[config.mk]
export PLATFORM = sky130hd
export DESIGN_NAME = evm_ballot_controller_flat
export DESIGN_NICKNAME = d
export VERILOG_FILES = /design/src/rtl/evm_pkg.sv /design/src/rtl/evm_ballot_controller_if.sv /design/src/rtl/evm_voter_registry.sv /design/src/rtl/evm_ballot_controller.sv /design/src/flat_wrapper.sv
export SDC_FILE = /design/constraint.sdc
export NUM_CORES = 1
export LEC_CHECK = 0
export ABC_CLOCK_PERIOD_IN_PS = 2300
export BUFFER_PORTS_ARGS = -buffer_cell sky130_fd_sc_hd__buf_2
export CAP_MARGIN = 5
export CORE_UTILIZATION = 35
export DETAILED_ROUTE_END_ITERATION = 10
export SLEW_MARGIN = 20
export SYNTH_ARGS = -nofsm -noshare
export SYNTH_HDL_FRONTEND = slang
export SYNTH_SLANG_ARGS = --single-unit
[constraint.sdc]
create_clock -name i_clk -period 2.3 [get_ports i_clk]
set_clock_uncertainty 0.05 [all_clocks]
set_input_delay 0.23 -clock i_clk [delete_from_list [all_inputs] [get_ports i_clk]]
set_output_delay 0.23 -clock i_clk [all_outputs]
set_load 0.01 [all_outputs]
[src/rtl/evm_pkg.sv]
// Shared types and constants for the EVM ballot controller.
package evm_pkg;

    localparam int         ID_W_DEF       = 5;
    localparam logic [4:0] OFFICER_ID_DEF = 5'b11111;
    localparam int         VC_W           = 8;

    typedef logic [1:0] party_idx_t;
    typedef logic [2:0] state_t;

    localparam state_t ST_IDLE   = 3'd0;
    localparam state_t ST_READY  = 3'd1;
    localparam state_t ST_ARMED  = 3'd2;
    localparam state_t ST_CAST   = 3'd3;
    localparam state_t ST_CLOSED = 3'd4;

    function automatic logic [VC_W-1:0] sat_inc(input logic [VC_W-1:0] v);
        return (v == '1) ? v : v + VC_W'(1);
    endfunction

endpackage

[src/rtl/evm_ballot_controller_if.sv]
// Keypad/ID inputs and counter-side outputs of the ballot controller.
interface evm_ballot_controller_if
    import evm_pkg::*;
#(
    parameter int ID_W        = ID_W_DEF,
    parameter int NUM_PARTIES = 4
);
    logic [ID_W-1:0]        officer_id;
    logic                   officer_login;
    logic [ID_W-1:0]        voter_id;
    logic                   voter_valid;
    logic [NUM_PARTIES-1:0] push;
    logic                   close_poll;
    logic                   show_result;

    logic                   status_led;
    logic                   vote_en;
    party_idx_t             vote_party;
    logic                   dup_voter;
    logic                   invalid_press;
    logic                   timeout;
    logic                   poll_open;
    logic                   result_en;
    logic [VC_W-1:0]        voters_cast;

    modport master (
        output officer_id, officer_login, voter_id, voter_valid, push, close_poll, show_result,
        input  status_led, vote_en, vote_party, dup_voter, invalid_press, timeout,
               poll_open, result_en, voters_cast
    );

    modport slave (
        input  officer_id, officer_login, voter_id, voter_valid, push, close_poll, show_result,
        output status_led, vote_en, vote_party, dup_voter, invalid_press, timeout,
               poll_open, result_en, voters_cast
    );
endinterface

[src/rtl/evm_voter_registry.sv]
// One-vote-per-ID bitmap: combinational lookup, synchronous mark, cleared on reset.
module evm_voter_registry #(
    parameter int ID_W = 5
) (
    input  logic            i_clk,
    input  logic            i_reset,
    input  logic [ID_W-1:0] i_chk_id,
    output logic            o_voted,
    input  logic            i_mark,
    input  logic [ID_W-1:0] i_mark_id
);
    logic [(1<<ID_W)-1:0] r_map;

    always_ff @(posedge i_clk) begin
        if (i_reset)
            r_map <= '0;
        else if (i_mark)
            r_map[i_mark_id] <= 1'b1;
    end

    assign o_voted = r_map[i_chk_id];
endmodule

[src/rtl/evm_ballot_controller.sv]
// Ballot sequencing FSM: officer login, voter validation, single-press arming,
// vote strobe to the party counters, and poll close / result display.
module evm_ballot_controller
    import evm_pkg::*;
#(
    parameter int              ID_W           = ID_W_DEF,
    parameter logic [ID_W-1:0] OFFICER_ID     = OFFICER_ID_DEF,
    parameter int              NUM_PARTIES    = 4,
    parameter int              BALLOT_TIMEOUT = 16
) (
    input logic                     i_clk,
    input logic                     i_reset,
    evm_ballot_controller_if.slave  io_bus
);
    localparam logic [7:0] TMO_LOAD = 8'(BALLOT_TIMEOUT);

    state_t          r_state;
    logic [7:0]      r_timer;
    logic [ID_W-1:0] r_id;
    party_idx_t      r_party;
    logic            r_seen_zero;
    logic [VC_W-1:0] r_voters;
    logic            r_dup;
    logic            r_inv;
    logic            r_tmo;
    logic            r_res;

    logic            w_voted;
    logic            w_id_bad;
    int              w_cnt;
    party_idx_t      w_press_idx;

    always_comb begin
        w_press_idx = '0;
        for (int i = 0; i < NUM_PARTIES; i++)
            if (io_bus.push[i]) w_press_idx = party_idx_t'(i);
        w_cnt = $countones(io_bus.push);
    end

    // ID 0 and the officer ID are never valid voters.
    assign w_id_bad = (io_bus.voter_id == '0) || (io_bus.voter_id == OFFICER_ID);

    evm_voter_registry #(.ID_W(ID_W)) u_registry (
        .i_clk     (i_clk),
        .i_reset   (i_reset),
        .i_chk_id  (io_bus.voter_id),
        .o_voted   (w_voted),
        .i_mark    (r_state == ST_CAST),
        .i_mark_id (r_id)
    );

    always_ff @(posedge i_clk) begin
        if (i_reset) begin
            r_state     <= ST_IDLE;
            r_timer     <= '0;
            r_id        <= '0;
            r_party     <= '0;
            r_seen_zero <= 1'b0;
            r_voters    <= '0;
            r_dup       <= 1'b0;
            r_inv       <= 1'b0;
            r_tmo       <= 1'b0;
            r_res       <= 1'b0;
        end else begin
            r_dup <= 1'b0;
            r_inv <= 1'b0;
            r_tmo <= 1'b0;
            r_res <= (r_state == ST_CLOSED) && io_bus.show_result;
            case (r_state)
                ST_IDLE:
                    if (io_bus.officer_login && io_bus.officer_id == OFFICER_ID)
                        r_state <= ST_READY;
                ST_READY:
                    if (io_bus.close_poll) begin
                        r_state <= ST_CLOSED;
                    end else if (io_bus.voter_valid) begin
                        if (w_id_bad || w_voted) begin
                            r_dup <= 1'b1;
                        end else begin
                            r_id        <= io_bus.voter_id;
                            r_timer     <= TMO_LOAD;
                            r_seen_zero <= 1'b0;
                            r_state     <= ST_ARMED;
                        end
                    end
                ST_ARMED:
                    // Buttons must be seen released once before any press counts.
                    if (r_seen_zero && w_cnt == 1) begin
                        r_party <= w_press_idx;
                        r_state <= ST_CAST;
                    end else begin
                        if (r_seen_zero && w_cnt > 1) r_inv <= 1'b1;
                        if (io_bus.push == '0)       r_seen_zero <= 1'b1;
                        if (r_timer <= 8'd1) begin
                            r_tmo   <= 1'b1;
                            r_timer <= '0;
                            r_state <= ST_READY;
                        end else begin
                            r_timer <= r_timer - 8'd1;
                        end
                    end
                ST_CAST: begin
                    r_voters <= sat_inc(r_voters);
                    r_state  <= ST_READY;
                end
                ST_CLOSED: ;
                default: r_state <= ST_IDLE;
            endcase
        end
    end

    assign io_bus.status_led    = (r_state == ST_ARMED);
    assign io_bus.vote_en       = (r_state == ST_CAST);
    assign io_bus.vote_party    = (r_state == ST_CAST) ? r_party : '0;
    assign io_bus.dup_voter     = r_dup;
    assign io_bus.invalid_press = r_inv;
    assign io_bus.timeout       = r_tmo;
    assign io_bus.poll_open     = (r_state == ST_READY) || (r_state == ST_ARMED) ||
                                  (r_state == ST_CAST);
    assign io_bus.result_en     = r_res;
    assign io_bus.voters_cast   = r_voters;
endmodule

[src/flat_wrapper.sv]
// flat-port wrapper written by rule: the top's interface ports become plain ports
module evm_ballot_controller_flat import evm_pkg::*;
#(
    parameter int              ID_W           = ID_W_DEF,
    parameter logic [ID_W-1:0] OFFICER_ID     = OFFICER_ID_DEF,
    parameter int              NUM_PARTIES    = 4,
    parameter int              BALLOT_TIMEOUT = 16
)
  (i_clk, i_reset, io_bus_officer_id, io_bus_officer_login, io_bus_voter_id, io_bus_voter_valid, io_bus_push, io_bus_close_poll, io_bus_show_result, io_bus_status_led, io_bus_vote_en, io_bus_vote_party, io_bus_dup_voter, io_bus_invalid_press, io_bus_timeout, io_bus_poll_open, io_bus_result_en, io_bus_voters_cast);
  evm_ballot_controller_if #(.ID_W(ID_W), .NUM_PARTIES(NUM_PARTIES)) io_bus_i ();
  input logic i_clk;
  input logic i_reset;
  input wire logic [$bits(io_bus_i.officer_id)-1:0] io_bus_officer_id;
  input wire logic [$bits(io_bus_i.officer_login)-1:0] io_bus_officer_login;
  input wire logic [$bits(io_bus_i.voter_id)-1:0] io_bus_voter_id;
  input wire logic [$bits(io_bus_i.voter_valid)-1:0] io_bus_voter_valid;
  input wire logic [$bits(io_bus_i.push)-1:0] io_bus_push;
  input wire logic [$bits(io_bus_i.close_poll)-1:0] io_bus_close_poll;
  input wire logic [$bits(io_bus_i.show_result)-1:0] io_bus_show_result;
  output wire logic [$bits(io_bus_i.status_led)-1:0] io_bus_status_led;
  output wire logic [$bits(io_bus_i.vote_en)-1:0] io_bus_vote_en;
  output wire logic [$bits(io_bus_i.vote_party)-1:0] io_bus_vote_party;
  output wire logic [$bits(io_bus_i.dup_voter)-1:0] io_bus_dup_voter;
  output wire logic [$bits(io_bus_i.invalid_press)-1:0] io_bus_invalid_press;
  output wire logic [$bits(io_bus_i.timeout)-1:0] io_bus_timeout;
  output wire logic [$bits(io_bus_i.poll_open)-1:0] io_bus_poll_open;
  output wire logic [$bits(io_bus_i.result_en)-1:0] io_bus_result_en;
  output wire logic [$bits(io_bus_i.voters_cast)-1:0] io_bus_voters_cast;
  assign io_bus_i.officer_id = io_bus_officer_id;
  assign io_bus_i.officer_login = io_bus_officer_login;
  assign io_bus_i.voter_id = io_bus_voter_id;
  assign io_bus_i.voter_valid = io_bus_voter_valid;
  assign io_bus_i.push = io_bus_push;
  assign io_bus_i.close_poll = io_bus_close_poll;
  assign io_bus_i.show_result = io_bus_show_result;
  assign io_bus_status_led = io_bus_i.status_led;
  assign io_bus_vote_en = io_bus_i.vote_en;
  assign io_bus_vote_party = io_bus_i.vote_party;
  assign io_bus_dup_voter = io_bus_i.dup_voter;
  assign io_bus_invalid_press = io_bus_i.invalid_press;
  assign io_bus_timeout = io_bus_i.timeout;
  assign io_bus_poll_open = io_bus_i.poll_open;
  assign io_bus_result_en = io_bus_i.result_en;
  assign io_bus_voters_cast = io_bus_i.voters_cast;
  evm_ballot_controller #(.ID_W(ID_W), .OFFICER_ID(OFFICER_ID), .NUM_PARTIES(NUM_PARTIES), .BALLOT_TIMEOUT(BALLOT_TIMEOUT)) u_core (.i_clk(i_clk), .i_reset(i_reset), .io_bus(io_bus_i));
endmodule
==> results.ini, run 1 <==
[sta]
hold_ws_ns=0.1104
tightest_slew_ns=0.5160
fin_tns_setup_ns=0
setup_viol_count_final=0
fin_crit_sh=0.9562
rsz0062_at_grt=false
fmax_mhz=454.7
hold_viol_final=0
max-slew-margin-rel=0.6528
setup_ws_ns=0.1007
period_needed_ns=2.199
final-max-slew-violation-count=0

[pwr]
ir_drop_uv=280.9
total_power_mw=2.046
power_density_nw_per_um2=587.7
p_leak_nw=1.482

[worst_setup_path]
critPathMaxFanout=3
required_ns=2.52
arrival_ns=2.42
crit_path_top_delay_cell=mux4_1
crit_chain=mux4_1, a2bb2oi_1, a2111oi_4, o31ai_2, or3_1, a21oi_2
worstSetupPathType=flip-flop to flip-flop
cpPeakStageDelay_ns=0.52
critPathLaunchType=flip-flop
crit_path_end_kind=flip-flop
r2r_slack_ns=0.10
r2r_cells=6

[layout]
fin_nets=409
drive_gt1_frac=0.2156
multi_input_area_um2=1541
fin_cells=487
layout.area.seq_um2=1261
fill_cells=816
syn2layout_area_growth_pct=19.50
final_core_util=0.4413
num_antenna_cells=0
fin_area_um2=3481

[placed_design]
dp.cells=471
placed_cell_area_um2=3306
gp_congestion=0.8205
dpl.hpwl_mm=4.626
io_buffers=36
post-place-ws_ns=-0.1724

[synthesis]
syn-cell-area_um2=2913
synth_area_leaders=dfxtp_1 43%, a21oi_1 8.2%, nor2_1 8.2%
yosysTopAreaCell=dfxtp_1
synth_commonest_cells=64 x nor2_1, 63 x dfxtp_1, 48 x a21oi_1, 16 x nand2_1, 12 x clkbuf_1
yosysTopAreaCellShare=0.4330
yosysSeqAreaShare=0.4330
postSynthNetCount=358
ys_seq_elements=63
synth.most_common_cell=nor2_1
syn_avg_cell_area_um2=8.853
synthArstFlopShare=0
syn_inst=329
ys_types=49
synth_warnings=0
synth_ff_type=dfxtp_1
synth_edf_count=0

[clock_tree]
clkSinkCount=63
post_cts_buffers=0
cts_root_buf=clkbuf_8
cts_buffers=9
clk_path_buf_depth=2
worstSkewPairLatency_ns=0.34
path_clk_slew_ns=0.07
ctsHoldBuffers=0
ctsResizeCount=0
cts_tree=built
h-tree-depth=3

[global_route]
track_usage=0.1574
grt-ovfl-total=0
antenna_found_initial=0
grt_max_degree=26
first_global_vias=2271
grt_pass1_wl_mm=10.66

[route]
drtIter0Drc=94
vias=2483
wl_met3_um=332
antenna_left=0
routed_wirelength_mm=6.424
drt-met1-wl_mm=3.171
dr_wl_met2_mm=2.864
wl_per_cell_um=13.19
top_layer=met4
drc_errors=0
via_per_inst=5.099
dr.pass1.iters=4

[run]
maxCapViolCount=0

[min_path]
hold_class=primary input to flip-flop
hold_depth=2

[floorplan]
die_h_um=93.23
io_pins=37
start_util=0.3693
die_w_um=93.23
rows=32
fp.coreArea_um2=7888
dieArea_um2=8691

[run_status]
status=complete, no violations

-- state kept, by name (all words and copies together), names as in the netlist --
name and flops:
u_core.u_registry.r_map 32, u_core.io_bus.voters_cast 8, u_core.r_timer 8, u_core.r_id 5, u_core.r_state 3, u_core.r_party 2, u_core.io_bus.dup_voter 1, u_core.io_bus.invalid_press 1
u_core.io_bus.result_en 1, u_core.io_bus.timeout 1, u_core.r_seen_zero 1
-- power breakdown --
group	switching (mW)	internal (mW)	total [mW]	leakage, nW
registers	0.00116	1.09	1.09	0.507
logic	0.0630	0.0505	0.113	0.889
clock network	0.422	0.418	0.840	0.0853
total	0.486	1.56	2.05	1.48
-- layout make-up --
class / count / share of cell area
well taps: 102 / 0.03666
multi-input cells: 239 / 0.4428
flip-flops and latches: 63 / 0.3623
clock inverters: 5 / 0.009705
inverters: 10 / 0.01078
clock buffers: 11 / 0.04062
repair buffers: 57 / 0.09705
-- cells in the final DEF, fill, tap and decap left out, drive strengths merged, types with 3 or more instances in the layout --
master | synthesis | routed
nor2 | 64 | 64
dfxtp | 63 | 63
buf | 5 | 57
a21oi | 49 | 49
nand2 | 16 | 16
mux2i | 11 | 11
clkbuf | 12 | 11
inv | 10 | 10
nor3 | 8 | 8
ha | 8 | 8
o21ai | 7 | 7
or3 | 6 | 6
mux4 | 6 | 6
and2 | 5 | 5
nand3 | 5 | 5
xor2 | 4 | 4
nand4 | 4 | 4
nor2b | 4 | 4
o31ai | 4 | 4
nor3b | 3 | 3
and3 | 3 | 3
nor4 | 3 | 3
a211oi | 3 | 3
clkinv | 0 | 3
-- path summary, 6_finish.rpt --
kind / start / endpoint
worst max register to register: u_core.u_registry.r_map[5] / u_core.r_timer[1]
worst min-delay path: io_bus_show_result / u_core.io_bus.result_en
worst max-delay path: u_core.u_registry.r_map[5] / u_core.r_timer[1]
worst min register to register: u_core.u_registry.r_map[20] / u_core.u_registry.r_map[20]
-- kinds of logic (layout without fill, tap and decap cells) --
| family | count (synthesis) | count (layout) | synth area share |
|---|---|---|---|
| compound gates | 75 | 75 | 0.1624 |
| xor+xnor | 5 | 5 | 0.01503 |
| fa+ha+maj | 9 | 9 | 0.04124 |
| buf+inv | 27 | 83 | 0.03866 |
| flops | 63 | 63 | 0.4330 |
| mux | 17 | 17 | 0.08806 |
| simple gates | 133 | 133 | 0.2216 |
-- critical path: cells and delay by family, from the launching register on --
family          cells  cell delay, ns
simple gates        1            0.38
compound gates      4            0.88
flops               1            0.31
mux                 1            0.52
-- routing by layer --
metal / up-vias / GRT usage
li1: 1263 / -
met1: 1160 / 0.2072
met2: 53 / 0.2488
met3: 7 / 0.04959
met4: 0 / 0.04231
met5: - / 0
(Power assumes the default switching activity.)
==> run 2, diff against run 1 <==
- SYNTH_HIERARCHICAL: default -> 1
==> run 2 against run 1 <==
Sequential share of layout area fell by 2.5 points. Via count rose by 7.7%. Core utilization rose by 0.71 points. Total power rose by 12%. Wire length rose by 16%. Count of clock-buffer cells in the layout fell by 1. Non-clock buffer count rose by 1. Register-to-register slack barely moved. Global-route usage rose by 2.1 points. Setup slack got worse by 0.0066 ns. Flip-flop and latch count did not move. Clock power rose by 24%. Critical path type unchanged. Largest power group unchanged.
==> results.ini, run 2 <==
[run_status]
status=complete, no violations

[run]
maxCapViolCount=0  ; unchanged

[route]
vias=2674  ; +7.7%
drtIter0Drc=97  ; +3.2%
antenna_left=0  ; unchanged
dr.pass1.iters=4  ; unchanged
drc_errors=0  ; unchanged
wl_per_cell_um=14.57  ; +10%
routed_wirelength_mm=7.472  ; +16%
via_per_inst=5.212  ; +2.2%

[global_route]
grt_max_degree=35  ; +35%
antenna_found_initial=0  ; unchanged
grt_pass1_wl_mm=12.31  ; +15%
track_usage=0.1786  ; +0.02112
first_global_vias=2543  ; +12%
grt-ovfl-total=0  ; unchanged

[clock_tree]
ctsHoldBuffers=0  ; unchanged
h-tree-depth=3  ; unchanged
cts_tree=built
clkSinkCount=63  ; unchanged
cts_buffers=9  ; unchanged
path_clk_slew_ns=0.07  ; about the same
cts_root_buf=clkbuf_8
worstSkewPairLatency_ns=0.34  ; about the same
ctsResizeCount=0  ; unchanged
clk_path_buf_depth=2  ; unchanged
post_cts_buffers=0  ; unchanged

[synthesis]
synth_edf_count=0  ; unchanged
synth.most_common_cell=nor2_1
yosysSeqAreaShare=0.4109  ; -0.02206
synthArstFlopShare=0  ; unchanged
yosysTopAreaCell=dfxtp_1
postSynthNetCount=373  ; +4.2%
ys_types=57  ; +16%
synth_warnings=6  ; +6
synth_area_leaders=dfxtp_1 41%, mux2i_1 8.2%, nor2_1 7.8%
synth_ff_type=dfxtp_1
yosysTopAreaCellShare=0.4109  ; -0.02206
syn_inst=345  ; +4.9%
ys_seq_elements=63  ; unchanged
synth_commonest_cells=64 x nor2_1, 63 x dfxtp_1, 43 x a21oi_1, 25 x mux2i_1, 17 x nand2_1
syn-cell-area_um2=3069  ; +5.4%
syn_avg_cell_area_um2=8.896  ; +0.48%

[sta]
period_needed_ns=2.206  ; +0.006609 ns
tightest_slew_ns=0.6594  ; +0.1434 ns
max-slew-margin-rel=0.5604  ; -0.09242
final-max-slew-violation-count=0  ; unchanged
rsz0062_at_grt=true
fmax_mhz=453.3  ; -0.30%
setup_viol_count_final=0  ; unchanged
fin_crit_sh=0.9591  ; +0.002873
hold_viol_final=0  ; unchanged

[placed_design]
dpl.hpwl_mm=5.225  ; +13%
io_buffers=36  ; unchanged
gp_congestion=0.8523  ; +3.9%
dp.cells=497  ; +5.5%

[worst_setup_path]
crit_path_end_kind=flip-flop
crit_start=u_core/u_registry/r_map[15]
arrival_ns=2.39  ; -0.03 ns
cpPeakStageDelay_ns=0.45  ; -0.07 ns
worstSetupPathType=flip-flop to flip-flop
required_ns=2.48  ; -0.04 ns
crit_chain=mux2i_1, a22oi_1, nand3_1, nand2_1, a311o_2, o41ai_2, o21ai_0, and4b_1
crit_path_top_delay_cell=a311o_2
timing.rr.start=u_core/u_registry/r_map[15]
critPathMaxFanout=5  ; +2
critPathLaunchType=flip-flop

[layout]
layout.area.seq_um2=1261  ; unchanged
syn2layout_area_growth_pct=21.85
fin_nets=431  ; +5.4%
drive_gt1_frac=0.2255  ; +0.009906
layout_commonest_cell=nor2_1
final_cell_mix=64 x nor2_1, 63 x dfxtp_1, 43 x a21oi_1, 35 x buf_2, 25 x mux2i_1
largest_reg_flops=32  ; unchanged
multi_input_area_um2=1713  ; +11%
fin_cells=513  ; +5.3%
fill_cells=848  ; +3.9%
num_antenna_cells=0  ; unchanged
regMostFlops=u_core/u_registry/r_map

[floorplan]
start_util=0.3680  ; -0.001303
die_w_um=95.65  ; +2.6%
rows=33  ; +3.1%
io_pins=37  ; unchanged
fp.coreArea_um2=8341  ; +5.7%
die_h_um=95.65  ; +2.6%
dieArea_um2=9148  ; +5.3%

[pwr]
switching_share=0.2283  ; -0.009320
total_power_mw=2.284  ; +12%
p_clk_frac=0.457  ; +0.046
p_leak_nw=1.534  ; +3.6%
switchingPower_mw=0.5214  ; +7.3%
p_int_mw=1.762  ; +13%
power_density_nw_per_um2=610.6  ; +3.9%
p_seq_frac=0.478  ; -0.056
ir_drop_uv=207.7  ; -26%
comb_power_share=0.064  ; +0.009

[min_path]
hold_class=primary input to flip-flop
min_from=io_bus_show_result

-- run 2: cell count changes after synthesis, sizes merged, moves of 5 or more --
cell	before	now
mux2i	11	25
or3	6	1
mux4	6	0
a21oi	49	44
-- run 2: metal layers --
layer / share of wire / GRT usage
met5: 0 / 0
met4: 0.012 / 0.07463
met3: 0.038 / 0.03828
met2: 0.46 / 0.2804
met1: 0.49 / 0.2362
-- run 2: critical path, delay by kind of cell (launching register included) --
| kind | cells | cell delay [ns] |
|---|---|---|
| AND/OR/NAND/NOR | 3 | 0.40 |
| multiplexers | 1 | 0.19 |
| flip-flops | 1 | 0.31 |
| AO/OA/AOI/OAI | 4 | 1.14 |
-- run 2: area by class of cell --
type | instances | share of cell area
tap | 105 | 0.03513
inverter | 15 | 0.01639
multi-input combinational | 256 | 0.4580
clock inverter | 6 | 0.02275
clock buffer | 10 | 0.03412
timing repair buffer | 58 | 0.09635
sequential | 63 | 0.3372
-- run 2: final timing paths --
check	to	cells after the start	slack [ns]
max	u_core/r_state[0]	8	0.09
min	u_core/io_bus.result_en	2	0.14
max reg2reg	u_core/r_state[0]	8	0.09
min reg2reg	u_core/u_registry/r_map[0]	2	0.42
-- run 2: cells by family (layout without fill, tap and decap cells) --
group           Yosys count  in the layout  synth area share
simple gates            139            139            0.2454
compound gates           77             77            0.1635
flops                    63             63            0.4109
buf+inv                  26             89           0.04362
mux                      25             25           0.08153
fa+ha+maj                 8              8           0.03506
xor+xnor                  7              7           0.01998
-- run 2: stage by stage --
step	setup TNS [ns]	hold slack [ns]	cell area, um2	worst slack, ns	utilization
6_report	0	0.1374	3740	0.09414	0.4484
5_1_grt	-0.02168	0.1361	3740	-0.01789	0.4484
4_1_cts	0	0.1256	3729	0.02647	0.4470
3_5_place_dp	-3.796	0.4050	3516	-0.3135	0.4215
3_3_place_gp	-2.698	0.4005	3516	-0.2131	0.4215
2_1_floorplan	-0.04956	0.2524	3099	-0.04956	-
-- run 2: power by group through the flow --
stage / registers, mW / logic, mW / clock network (mW)
floorplan: 1.12 / 0.0858 / 0
global placement: 1.12 / 0.141 / 0
detailed placement: 1.12 / 0.145 / 0
CTS: 1.09 / 0.146 / 1.07
global route: 1.09 / 0.161 / 1.11
finish: 1.09 / 0.147 / 1.04
==> run 3, diff against run 2 <==
--- a/constraint.sdc
+++ b/constraint.sdc
@@ -3,3 +3,3 @@
 set_input_delay 0.23 -clock i_clk [delete_from_list [all_inputs] [get_ports i_clk]]
 set_output_delay 0.23 -clock i_clk [all_outputs]
-set_load 0.01 [all_outputs]
+set_load 0.1 [all_outputs]
==> run 3 against run 2 <==
Die area did not move. Hold slack worse by 0.0023 ns. Critical path depth rose by 4. Critical endpoint is now u_core/r_timer[5]. Highest routed layer unchanged.
==> results.ini, run 3 (synthesis results as in run 2) <==
[layout]
final_core_util=0.4554  ; +0.007051
final_cell_mix=64 x nor2_1, 63 x dfxtp_1, 43 x a21oi_1, 35 x buf_2, 25 x mux2i_1
num_antenna_cells=0  ; unchanged
regMostFlops=u_core/u_registry/r_map
fill_cells=831  ; -2.0%
fin_nets=434  ; +0.70%
drive_gt1_frac=0.2506  ; +0.02512
layout_commonest_cell=nor2_1
syn2layout_area_growth_pct=23.77
largest_reg_flops=32  ; unchanged

[sta]
fmax_mhz=454.1  ; +0.18%
fin_tns_setup_ns=0  ; unchanged
setup_viol_count_final=0  ; unchanged
hold_viol_final=0  ; unchanged
setup_ws_ns=0.09807  ; +0.003932 ns
max-slew-margin-rel=0.5773  ; +0.01694
period_needed_ns=2.202  ; -0.003932 ns
tightest_slew_ns=0.6291  ; -0.03025 ns
final-max-slew-violation-count=0  ; unchanged
fin_crit_sh=0.9574  ; -0.001710

[global_route]
grt_max_degree=32  ; -8.6%
antenna_found_initial=0  ; unchanged
first_global_vias=2591  ; +1.9%
grt_pass1_wl_mm=11.99  ; -2.6%
grt-ovfl-total=0  ; unchanged
track_usage=0.1722  ; -0.006377

[route]
wl_met3_um=315  ; +11%
drt-met1-wl_mm=3.418  ; -6.6%
drtIter0Drc=97  ; unchanged
vias=2672  ; -0.075%
dr_wl_met2_mm=3.401  ; -1.1%
wl_per_cell_um=14.01  ; -3.8%
top_layer=met4
antenna_left=0  ; unchanged
drc_errors=0  ; unchanged
routed_wirelength_mm=7.231  ; -3.2%
dr.pass1.iters=4  ; unchanged
via_per_inst=5.178  ; -0.66%

[floorplan]
fp.coreArea_um2=8341  ; unchanged
rows=33  ; unchanged
start_util=0.3680  ; unchanged
io_pins=37  ; unchanged
die_h_um=95.65  ; unchanged
die_w_um=95.65  ; unchanged
dieArea_um2=9148  ; unchanged

[min_path]
hold_class=primary input to flip-flop
worstHoldEndpoint=u_core/r_party[0]
min_from=io_bus_push[3]
hold_depth=3  ; +1

[worst_setup_path]
cp_num_buf_inv=4  ; +4
r2r_slack_ns=0.11  ; +0.02 ns
worstSetupPathType=primary input to flip-flop
required_ns=2.50  ; +0.02 ns
cp_top_family=adder cells
cpPeakStageDelay_ns=0.52  ; +0.07 ns
crit_path_end_kind=flip-flop
reg2reg_to=u_core/r_timer[1]
critPathLaunchType=primary input
arrival_ns=2.40  ; about the same
crit_path_top_delay_cell=fa_1
critPathMaxFanout=4  ; -1
r2r_cells=8  ; unchanged
worst_path_most_repeated_cell=inv_2
timing.rr.start=u_core/u_registry/r_map[19]
crit_chain=buf_2, inv_2, fa_1, inv_1, ha_2, inv_2, ha_4, nor4bb_4, nand2b_4, o41ai_4, a211o_1, o31ai_2

[clock_tree]
h-tree-depth=3  ; unchanged
worstSkewPairLatency_ns=0.34  ; about the same
ctsHoldBuffers=0  ; unchanged
path_clk_slew_ns=0.07  ; about the same
clk_path_buf_depth=2  ; unchanged
clkSinkCount=63  ; unchanged
cts_root_buf=clkbuf_8
cts_buffers=9  ; unchanged
cts_tree=built

[pwr]
p_leak_nw=1.556  ; +1.4%
ir_drop_uv=255.9  ; +23%
total_power_mw=2.340  ; +2.5%
power_density_nw_per_um2=616.1  ; +0.89%

[placed_design]
io_buffers=36  ; unchanged
post-place-ws_ns=-0.2530  ; +0.06043 ns
gp_congestion=0.8087  ; -5.1%
dpl.hpwl_mm=5.178  ; -0.90%

[run]
maxCapViolCount=0  ; unchanged

[run_status]
status=complete, no violations

run 3: power by group:
group	leakage, nW	internal, mW	switching [mW]
clock network	0.105	0.643	0.460
logic	0.944	0.0649	0.0807
registers	0.507	1.09	0.00136
run 3: tightest hold or removal path: cells and delay by family:
kind / cells / cell delay (ns)
AOI/OAI and AO/OA: 1 / 0.08
buffers and inverters: 2 / 0.17
run 3: what timing repair did:
item / 4_1_cts / 5_1_grt
setup endpoints to repair: 0 / 10
gates resized for setup: 0 / 10
buffers inserted: 0 / 2
run 3: how the worst max path moves through the flow:
stage | startpoint | end | slack, ns | cells after the start
finish | io_bus_push[0] | u_core/r_timer[5] | 0.1 | 12
global route | u_core/u_registry/r_map[19] | u_core/r_id[4] | -0.003 | 9
CTS | io_bus_push[3] | u_core/r_timer[5] | 0.12 | 13
detailed placement | io_bus_push[3] | u_core/r_timer[7] | -0.25 | 12
global placement | io_bus_push[3] | u_core/r_timer[5] | -0.24 | 13
floorplan | io_bus_push[3] | u_core/r_timer[5] | -0.04 | 11
run 3: metal layers:
metal / global-route usage / vias to the layer above
li1: - / 1347
met1: 0.2156 / 1258
met2: 0.2786 / 59
met3: 0.05423 / 8
met4: 0.05846 / 0
met5: 0 / -
run 3: cell type report:
type | count | area, um2 | share of cell area
repair buffers | 61 | 386.6 | 0.1018
multi-input cells | 256 | 1729 | 0.4552
flip-flops and latches | 63 | 1261 | 0.3320
clock inverters | 6 | 91.34 | 0.02404
inverters | 15 | 61.31 | 0.01614
well taps | 105 | 131.4 | 0.03459
clock buffers | 10 | 137.6 | 0.03623
run 3: metrics by stage:
step / std cells / cell area, um2 / hold slack (ns)
CTS: 514 / 3755 / 0.1215
finish: 516 / 3799 / 0.1351
floorplan: 345 / 3102 / 0.2524
global route: 516 / 3799 / 0.1251
global placement: 498 / 3526 / 0.3969
detailed placement: 498 / 3526 / 0.4057
